`config.mk`:
```
export PLATFORM = sky130hd
export DESIGN_NAME = ov7670_stream_gen
export DESIGN_NICKNAME = d
export VERILOG_FILES = /design/src/rtl/ov7670_stream_gen_pkg.sv /design/src/rtl/ov7670_line_timer.sv /design/src/rtl/ov7670_stream_gen.sv
export SDC_FILE = /design/constraint.sdc
export NUM_CORES = 1
export LEC_CHECK = 0
export ABC_CLOCK_PERIOD_IN_PS = 2500
export CAP_MARGIN = 20
export CORE_MARGIN = 3
export CORE_UTILIZATION = 49
export DETAILED_ROUTE_END_ITERATION = 16
export GPL_ROUTABILITY_DRIVEN = 0
export PLACE_DENSITY = 0.86
export SYNTH_ARGS = -nofsm -noshare
export SYNTH_HDL_FRONTEND = slang
export SYNTH_SLANG_ARGS = --single-unit
```
`constraint.sdc`:
```
create_clock -name pclk -period 2.5 [get_ports pclk]
set_input_delay 0.375 -clock pclk [delete_from_list [all_inputs] [get_ports pclk]]
set_output_delay 0.375 -clock pclk [all_outputs]
set_load 0.02 [all_outputs]
```
`src/rtl/ov7670_stream_gen_pkg.sv`:
```
// Shared types and default geometry for the OV7670 camera stream generator.
// Holds the FSM state enum, default frame timing and counter-width helpers.
package ov7670_stream_gen_pkg;

    typedef enum logic [2:0] {
        ST_IDLE,
        ST_VSYNC,
        ST_VBACK,
        ST_ACTIVE,
        ST_VFRONT
    } state_e;

    localparam int unsigned DEF_H_PIX         = 320;
    localparam int unsigned DEF_V_LINES       = 240;
    localparam int unsigned DEF_H_BLANK       = 144;
    localparam int unsigned DEF_VSYNC_LINES   = 3;
    localparam int unsigned DEF_V_BACK_LINES  = 17;
    localparam int unsigned DEF_V_FRONT_LINES = 10;

    localparam int unsigned LINE_T    = 2 * DEF_H_PIX + DEF_H_BLANK;
    localparam int unsigned FRAME_PIX = DEF_H_PIX * DEF_V_LINES;
    localparam int unsigned ADDR_W    = 17;

    function automatic int unsigned max2(input int unsigned a,
                                         input int unsigned b);
        return (a > b) ? a : b;
    endfunction

    // Bits needed for a counter running 0..n-1 (at least one bit).
    function automatic int unsigned cnt_w(input int unsigned n);
        return (n <= 2) ? 1 : $clog2(n);
    endfunction

endpackage

```
`src/rtl/ov7670_line_timer.sv`:
```
// Byte/line counters for the stream generator: byte position in the line,
// line index within the current FSM state, href window and line-end strobe.
// Ports: pclk, rst_n, run_i (counting), active_i (ACTIVE state),
// line_clr_i (state ends), byte_cnt_o, line_cnt_o, href_o, line_end_o.
module ov7670_line_timer
    import ov7670_stream_gen_pkg::*;
#(
    parameter int unsigned H_PIX   = DEF_H_PIX,
    parameter int unsigned H_BLANK = DEF_H_BLANK,
    parameter int unsigned BW      = 10,
    parameter int unsigned LW      = 8
) (
    input  logic          pclk,
    input  logic          rst_n,
    input  logic          run_i,
    input  logic          active_i,
    input  logic          line_clr_i,
    output logic [BW-1:0] byte_cnt_o,
    output logic [LW-1:0] line_cnt_o,
    output logic          href_o,
    output logic          line_end_o
);

    localparam int unsigned LT = 2 * H_PIX + H_BLANK;
    localparam logic [BW-1:0] B_LAST = BW'(LT - 1);
    localparam logic [BW-1:0] B_ACT  = BW'(2 * H_PIX);

    logic [BW-1:0] byte_q, byte_d;
    logic [LW-1:0] line_q, line_d;
    logic          line_end;

    assign line_end = run_i && (byte_q == B_LAST);

    always_comb begin
        byte_d = byte_q + 1'b1;
        if (!run_i || line_end) begin
            byte_d = '0;
        end
    end

    // The line count restarts whenever the FSM leaves a state, so each
    // state counts its own lines from zero.
    always_comb begin
        line_d = line_q;
        if (!run_i || line_clr_i) begin
            line_d = '0;
        end else if (line_end) begin
            line_d = line_q + 1'b1;
        end
    end

    always_ff @(posedge pclk or negedge rst_n) begin
        if (!rst_n) begin
            byte_q <= '0;
            line_q <= '0;
        end else begin
            byte_q <= byte_d;
            line_q <= line_d;
        end
    end

    assign byte_cnt_o = byte_q;
    assign line_cnt_o = line_q;
    assign line_end_o = line_end;
    assign href_o     = active_i && (byte_q < B_ACT);

endmodule

```
`src/rtl/ov7670_stream_gen.sv`:
```
// OV7670-style camera stream generator: reads RGB565 pixels from a
// synchronous frame buffer and emits vsync/href/d byte timing.
// Ports: pclk, rst_n, enable; rd_addr/rd_en/rd_data RAM port;
// vsync, href, d (pixel byte), frame_done (last cycle of each frame).
module ov7670_stream_gen
    import ov7670_stream_gen_pkg::*;
#(
    parameter int unsigned H_PIX         = DEF_H_PIX,
    parameter int unsigned V_LINES       = DEF_V_LINES,
    parameter int unsigned H_BLANK       = DEF_H_BLANK,
    parameter int unsigned VSYNC_LINES   = DEF_VSYNC_LINES,
    parameter int unsigned V_BACK_LINES  = DEF_V_BACK_LINES,
    parameter int unsigned V_FRONT_LINES = DEF_V_FRONT_LINES
) (
    input  logic              pclk,
    input  logic              rst_n,
    input  logic              enable,
    output logic [ADDR_W-1:0] rd_addr,
    output logic              rd_en,
    input  logic [15:0]       rd_data,
    output logic              vsync,
    output logic              href,
    output logic [7:0]        d,
    output logic              frame_done
);

    localparam int unsigned LT   = 2 * H_PIX + H_BLANK;
    localparam int unsigned FPIX = H_PIX * V_LINES;
    localparam int unsigned BW   = cnt_w(LT);
    localparam int unsigned LW   = cnt_w(max2(max2(V_LINES, VSYNC_LINES),
                                              max2(V_BACK_LINES, V_FRONT_LINES)));

    localparam logic [LW-1:0] L_SYNC  = LW'(VSYNC_LINES - 1);
    localparam logic [LW-1:0] L_BACK  = LW'(V_BACK_LINES - 1);
    localparam logic [LW-1:0] L_ACT   = LW'(V_LINES - 1);
    localparam logic [LW-1:0] L_FRONT = LW'(V_FRONT_LINES - 1);
    localparam logic [BW-1:0] B_WRAP  = BW'(LT - 2);
    localparam logic [BW-1:0] B_INMAX = BW'(2 * H_PIX - 2);
    localparam logic [ADDR_W-1:0] A_LAST = ADDR_W'(FPIX - 1);

    state_e            state_q, state_d;
    logic [BW-1:0]     byte_cnt;
    logic [LW-1:0]     line_cnt;
    logic              line_end;
    logic              last_line;
    logic              state_end;
    logic              fetch;
    logic              fetch_in;
    logic              fetch_wrap;
    logic [ADDR_W-1:0] addr_q, addr_d;
    logic              fetch_q;
    logic [15:0]       pix_q, pix_d;

    ov7670_line_timer #(
        .H_PIX   (H_PIX),
        .H_BLANK (H_BLANK),
        .BW      (BW),
        .LW      (LW)
    ) u_timer (
        .pclk       (pclk),
        .rst_n      (rst_n),
        .run_i      (state_q != ST_IDLE),
        .active_i   (state_q == ST_ACTIVE),
        .line_clr_i (state_end),
        .byte_cnt_o (byte_cnt),
        .line_cnt_o (line_cnt),
        .href_o     (href),
        .line_end_o (line_end)
    );

    always_comb begin
        last_line = 1'b0;
        case (state_q)
            ST_VSYNC:  last_line = (line_cnt == L_SYNC);
            ST_VBACK:  last_line = (line_cnt == L_BACK);
            ST_ACTIVE: last_line = (line_cnt == L_ACT);
            ST_VFRONT: last_line = (line_cnt == L_FRONT);
            default:   last_line = 1'b0;
        endcase
    end

    assign state_end = line_end && last_line;

    always_ff @(posedge pclk or negedge rst_n) begin
        if (!rst_n) begin
            state_q <= ST_IDLE;
        end else begin
            state_q <= state_d;
        end
    end

    // enable is only consulted in IDLE and on the final VFRONT cycle,
    // so dropping it mid-frame lets the frame run to completion.
    always_comb begin
        state_d = state_q;
        case (state_q)
            ST_IDLE:   if (enable) state_d = ST_VSYNC;
            ST_VSYNC:  if (state_end) state_d = ST_VBACK;
            ST_VBACK:  if (state_end) state_d = ST_ACTIVE;
            ST_ACTIVE: if (state_end) state_d = ST_VFRONT;
            ST_VFRONT: if (state_end) state_d = enable ? ST_VSYNC : ST_IDLE;
            default:   state_d = ST_IDLE;
        endcase
    end

    // A pixel is fetched two cycles before its high byte goes out. The
    // first pixel of a line is fetched in the tail of the previous line
    // (or of the last back-porch line for line 0).
    always_comb begin
        vsync      = (state_q == ST_VSYNC);
        frame_done = (state_q == ST_VFRONT) && state_end;
        fetch_in   = (state_q == ST_ACTIVE) && (byte_cnt < B_INMAX);
        fetch_wrap = (byte_cnt == B_WRAP) &&
                     (((state_q == ST_ACTIVE) && !last_line) ||
                      ((state_q == ST_VBACK) && last_line));
        fetch      = !byte_cnt[0] && (fetch_in || fetch_wrap);
        rd_en      = fetch;
    end

    always_comb begin
        addr_d = addr_q;
        if ((state_q != ST_VSYNC) && (state_d == ST_VSYNC)) begin
            addr_d = '0;
        end else if (fetch && (addr_q != A_LAST)) begin
            addr_d = addr_q + 1'b1;
        end
    end

    assign pix_d = fetch_q ? rd_data : pix_q;

    always_ff @(posedge pclk or negedge rst_n) begin
        if (!rst_n) begin
            addr_q  <= '0;
            fetch_q <= 1'b0;
            pix_q   <= '0;
        end else begin
            addr_q  <= addr_d;
            fetch_q <= fetch;
            pix_q   <= pix_d;
        end
    end

    assign rd_addr = addr_q;
    assign d = !href ? 8'h00 : (byte_cnt[0] ? pix_q[7:0] : pix_q[15:8]);

endmodule

```
==> flow_summary.json, run 1 <==
{
  "status": "complete, but fails checks",
  "violations": "setup timing",
  "nNetsFinal": 415,
  "std_cell_rows": 28,
  "place_ws_ns": -0.258,
  "port_buffers": 47,
  "endpoint_kind": "output pin",
  "peakVddDrop_v": 0.000345,
  "worstPathMaxFanout": 6,
  "initial_core_util_pct": 50.9,
  "synthDominantCellAreaShare_pct": 45.4,
  "final_layout_size_suffix_gt1_share_pct": 29.3,
  "power_density_mw_per_mm2": 446,
  "core_mm2": 0.00596,
  "clk_latency_ns": 0.32,
  "wl_per_cell_um": 18.2,
  "clkTransAtPathRegs_ns": 0.11,
  "max-slew-margin-rel_pct": 38.1,
  "cts_tree": "built",
  "stdcell_count": 468,
  "dr.pass1.iters": 4,
  "cts_hold_buf": 0,
  "final_hold_viol_count": 0,
  "cts_buffers": 5,
  "crit_type": "register to output pin",
  "synthArstFlopShare_pct": 100,
  "via_count": 2812,
  "synth_common_cells": "dfrtp_1, nor2_1, nand2_1",
  "clock_path_buffers": 2,
  "arrival_ns": 2.19,
  "p_leak_uw": 0.00195,
  "drtAntennaViolNets": 0,
  "synthCells": 303,
  "yosys_warnings": 0,
  "die_height_um": 84.6,
  "grt.total_usage_pct": 23.2,
  "max_cap_viol_count": 0,
  "fin_util_pct": 71.4,
  "yosys.area.top_type": "dfrtp_1",
  "antenna_found_initial": 0,
  "numClockSinks": 55,
  "synth.net_count": 326,
  "setup_viol": 6,
  "dp_cells": 448,
  "max_freq_mhz": 389,
  "worstHoldPathType": "primary input to asynchronous set/reset pin",
  "worstPathCellList": "inv_2, or4_1, o221ai_4, a21oi_4, nor3_4, buf_6",
  "critPathRequiredTime_ns": 2.12,
  "drtIter0Drc": 147,
  "setup_ws_ns": -0.0676,
  "viasPerCell": 6.01,
  "die_x_um": 84.6,
  "io_pins": 48,
  "synth.area.top_cells": "dfrtp_1, mux2_2, nor2_1",
  "worstMarginPinSlew_ns": 0.928,
  "cpPeakStageDelay_ns": 0.57,
  "fin_skew_ns": 0.0153,
  "areaGrowthSynthToFinish_pct": 40.4,
  "antenna_cells": 0,
  "ys_seq_elements": 55,
  "critPathLaunchType": "register",
  "syn_area_per_cell_um2": 10.0,
  "wl_um": 8540,
  "slew_viol_final": 0,
  "rsz0062_at_grt": "true",
  "timing.final.crit_period_ns": 2.57,
  "cp_slowest_cell": "or4_1",
  "hold_slack_ns": 0.190,
  "min_period_over_period_pct": 103,
  "synth_most_common_cell": "dfrtp_1",
  "synthFlopType": "dfrtp_1",
  "synth_area_mm2": 0.00303,
  "drc": 0,
  "yosysSeqAreaShare_pct": 45.4,
  "synth_edf_count": 0,
  "grt_pass1_vias": 2809,
  "grt_overflow_total": 0,
  "grt_pass1_wl_um": 13500,
  "h-tree-depth": 2,
  "grt_max_degree": 43,
  "yosysUniqueCellTypes": 52,
  "die-area_mm2": 0.00716,
  "root_buffer": "clkbuf_8",
  "dp_hpwl_um": 5230
}
placed cells by master (no fill, tap or decap), types with 2 or more instances in the layout:
cell type and instances:
dfrtp_1 54, buf_4 43, clkdlybuf4s50_1 35, nor2_1 33, nand2_1 18, mux2_2 16
nand3_1 14, a21oi_1 12, mux2i_1 12, nand4_1 11, buf_6 11, xor2_1 9
dlymetal6s2s_1 8, o31ai_1 7, and3_1 6, nor3_1 6, xnor2_1 6, inv_1 6
clkbuf_8 6, or4_1 5, and4_1 5, a21oi_2 5, or4_4 4, ha_1 4
o21ai_0 3, o41ai_1 3, or4b_1 3, nand3b_1 2, nor3_4 2, nand2b_1 2
o31ai_2 2, nor3b_4 2, o211ai_1 2, inv_6 2
path summary, 6_finish.rpt:
kind / startpoint / endpoint / slack, ns / cells past startpoint
setup / recovery: state_q[0] / rd_en / -0.07 / 6
hold / removal: rst_n / u_timer.line_cnt_o[2] / 0.19 / 1
setup reg to reg: state_q[2] / rd_addr[3] / -0.04 / 9
hold reg to reg: pix_q[9] / pix_q[9] / 0.52 / 1
max in group asynchronous: rst_n / pix_q[4] / 1.63 / 2
min in group pclk: pix_q[9] / pix_q[9] / 0.52 / 1
state kept, by name, indices dropped and copies added (netlist names):
register / flops
rd_addr: 17
pix_q: 16
u_timer.byte_cnt_o: 10
u_timer.line_cnt_o: 8
state_q: 3
fetch_q: 1
layer usage:
| layer | track usage, % | part of all wire (%) | wire, µm | vias up |
|---|---|---|---|---|
| li1 | - | - | - | 1297 |
| met1 | 28.8 | 40 | 3420 | 1387 |
| met2 | 40.1 | 53 | 4520 | 101 |
| met3 | 3.73 | 4.0 | 344 | 27 |
| met4 | 9.50 | 3.0 | 258 | 0 |
| met5 | 0 | 0 | 0 | - |
layout make-up:
type	instances	area, µm²
Sequential cell	55	1380
Clock buffer	6	82.6
Multi-Input combinational cell	224	1740
Fill cell	402	1700
Timing Repair Buffer	99	911
Inverter	7	26.3
Tap cell	75	93.8
Clock inverter	2	17.5
worst max-delay path: cells and delay by family (launching register included):
family                 cells  cell delay [ns]
AOI/OAI and AO/OA          2             0.40
and+or+nand+nor            2             0.80
buffers and inverters      2             0.21
DFF                        1             0.46
stage by stage:
step	power, µW	TNS [ns]	area, µm²
6_report	1890	-0.176	4250
5_1_grt	1990	-0.919	4250
4_1_cts	1900	-0.260	4070
3_5_place_dp	1350	-1.79	3800
3_3_place_gp	1340	-0.566	3800
2_1_floorplan	1220	0	3030
power breakdown:
| part | switching [µW] | internal [µW] |
|---|---|---|
| combinational | 136 | 150 |
| clock | 307 | 233 |
| sequential | 107 | 961 |
| total | 551 | 1340 |
kinds of logic (layout without fill, tap and decap cells):
logic type | count (synthesis) | count (layout) | synth area share, %
xor gates and xnor gates | 15 | 15 | 4.34
buffers and inverters | 24 | 114 | 3.97
DFF | 55 | 55 | 45.4
adders and majority gates | 4 | 4 | 1.65
and+or+nand+nor | 131 | 131 | 24.2
AOI/OAI and AO/OA | 46 | 46 | 10.5
muxes | 28 | 28 | 9.91
repair_timing:
action,4_1_cts,5_1_grt
setup buffers,8,4
pin swaps,10,9
setup endpoints to repair,24,27
resized for setup,40,33
No activity file was read; power rests on OpenSTA's default activity.
==> inputs of run 2 (changes only) <==
Settings changed: SYNTH_HIERARCHICAL set to 1.
==> flow_summary.json, run 2 <==
{
  "ys_seq_elements": 55,
  "p_int_uw": 1120,
  "root_buffer": "clkbuf_8",
  "switchingPower_uw": 338,
  "status": "complete, but fails checks",
  "grt.total_usage_pct": 22.3,
  "switching_share_pct": 23.2,
  "max_cap_viol_count": 0,
  "setup_viol": 6,
  "die_x_um": 85.8,
  "fin_skew_ns": 0.0118,
  "dr.pass1.iters": 4,
  "drtAntennaViolNets": 0,
  "nNetsFinal": 430,
  "drtIter0Drc": 109,
  "syn_area_per_cell_um2": 9.65,
  "core_mm2": 0.00603,
  "timing.rr.start": "state_q[0]",
  "final_cell_mix": "dfrtp_1, buf_4, clkdlybuf4s50_1",
  "endpoint_kind": "output pin",
  "final_common_cell": "dfrtp_1",
  "port_buffers": 47,
  "synth.net_count": 345,
  "min_period_over_period_pct": 104,
  "tns_ns": -0.390,
  "io_pins": 48,
  "h-tree-depth": 2,
  "setup_ws_ns": -0.106,
  "timing.final.crit_period_ns": 2.61,
  "max_freq_mhz": 384,
  "synth_most_common_cell": "dfrtp_1",
  "wl_um": 7950,
  "cts_tree": "built",
  "worstHoldPathType": "primary input to asynchronous set/reset pin",
  "p_leak_uw": 0.00175,
  "die-area_mm2": 0.00736,
  "wl_per_cell_um": 16.4,
  "seqPwrFrac_pct": 61.1,
  "place_ws_ns": -0.227,
  "clock_power_share_pct": 35.6,
  "synth_common_cells": "dfrtp_1, nor2_1, a21oi_1, o21ai_0, nand3_1",
  "worstPathMaxFanout": 2,
  "power_density_mw_per_mm2": 355,
  "yosysSeqAreaShare_pct": 44.1,
  "max-slew-margin-rel_pct": 56.7,
  "numClockSinks": 55,
  "synthArstFlopShare_pct": 100,
  "drc": 0,
  "grt_max_degree": 33,
  "std_cell_rows": 28,
  "synth_edf_count": 0,
  "yosysUniqueCellTypes": 50,
  "synth.area.top_cells": "dfrtp_1, mux2_2, mux2i_1",
  "yosys.area.top_type": "dfrtp_1",
  "antenna_cells": 0,
  "clkTransAtPathRegs_ns": 0.11,
  "cts_buffers": 5,
  "die_height_um": 85.8,
  "stdcell_count": 484,
  "areaGrowthSynthToFinish_pct": 31.5,
  "grt_pass1_wl_um": 13300,
  "crit_type": "register to output pin",
  "synth_area_mm2": 0.00312,
  "synthFlopType": "dfrtp_1",
  "peakVddDrop_v": 0.000304,
  "largest_reg_flops": 17,
  "final_hold_viol_count": 0,
  "clk_latency_ns": 0.33,
  "synthDominantCellAreaShare_pct": 44.1,
  "dp_cells": 471,
  "critPathLaunch": "state_q[2]",
  "grt_overflow_total": 0,
  "slew_viol_final": 0,
  "critPathRequiredTime_ns": 2.12,
  "synthCells": 323,
  "fin_util_pct": 68.1,
  "worstMarginPinSlew_ns": 0.650,
  "dp_hpwl_um": 5780,
  "yosys_warnings": 6,
  "viasPerCell": 6.03,
  "via_count": 2918,
  "final_layout_size_suffix_gt1_share_pct": 24.0,
  "initial_core_util_pct": 51.7,
  "grt_pass1_vias": 2850,
  "arrival_ns": 2.23,
  "clock_path_buffers": 2,
  "combPwrFrac_pct": 3.4,
  "critPathLaunchType": "register",
  "rsz0062_at_grt": "true",
  "antenna_found_initial": 0,
  "violations": "setup timing"
}
==> run 2: final timing paths <==
check	to	slack [ns]	cells after the start
setup reg to reg	rd_addr[11]	-0.09	9
max in group asynchronous	pix_q[12]	1.34	3
hold reg to reg	pix_q[11]	0.51	1
min in group pclk	pix_q[11]	0.51	1
setup / recovery	rd_en	-0.11	7
hold / removal	rd_addr[8]	0.49	2
==> run 2: repair_timing <==
action                                  in CTS  in global routing
endpoints found under the setup margin      16                 20
gates resized for setup                     21                 26
pin swaps                                    1                  6
endpoints found under the hold margin       17                  0
buffers inserted                             1                  3
hold buffers                                 1                  0
==> run 2: layout make-up <==
type                       count  area (µm²)
tap                           75        93.8
fill                         447        1920
clock inverter                 3        25.0
clock buffer                   5        68.8
multi-input combinational    246        1710
inverter                       7        26.3
timing repair buffer          93         798
sequential                    55        1380
==> run 2: logic make-up (layout without fill, tap and decap cells) <==
family                     after synthesis  after routing  synth area share (%)
muxes                                   27             27                  9.31
buffers and inverters                   22            108                  3.13
xor gates and xnor gates                10             10                  2.81
AOI/OAI and AO/OA                       64             64                  12.8
adders and majority gates                3              3                  1.20
DFF                                     55             55                  44.1
and+or+nand+nor                        142            142                  26.6
==> run 2: metal layers <==
metal / part of all wire (%) / up-vias / track usage, %
met5: 0 / - / 0
met4: 2.0 / 0 / 8.06
met3: 5.4 / 22 / 3.84
met2: 51 / 101 / 38.3
met1: 42 / 1423 / 28.1
li1: - / 1372 / -
==> run 2: critical path, stage by stage, from the launching register on <==
cell and delay (ns):
dfrtp_1 0.39, nand2b_4 0.14, or4_4 0.43, o211a_1 0.18
o311ai_2 0.32, o31a_1 0.26, nor2_2 0.07, buf_6 0.13
==> run 2: power by group through the flow <==
stage / clock [µW] / combinational, µW / sequential, µW
finish: 518 / 48.9 / 889
global route: 556 / 54.0 / 889
CTS: 526 / 50.1 / 889
detailed placement: 0 / 48.7 / 906
global placement: 0 / 47.8 / 906
floorplan: 0 / 0.802 / 907
==> run 2: per-stage QoR <==
| stage | power [µW] | hold WS, ns | area (µm²) |
|---|---|---|---|
| after floorplan | 908 | 0.0794 | 3120 |
| after global placement | 954 | 0.323 | 3910 |
| after detailed placement | 955 | 0.331 | 3910 |
| after CTS | 1460 | 0.507 | 4030 |
| after global routing | 1500 | 0.535 | 4100 |
| final | 1460 | 0.490 | 4100 |
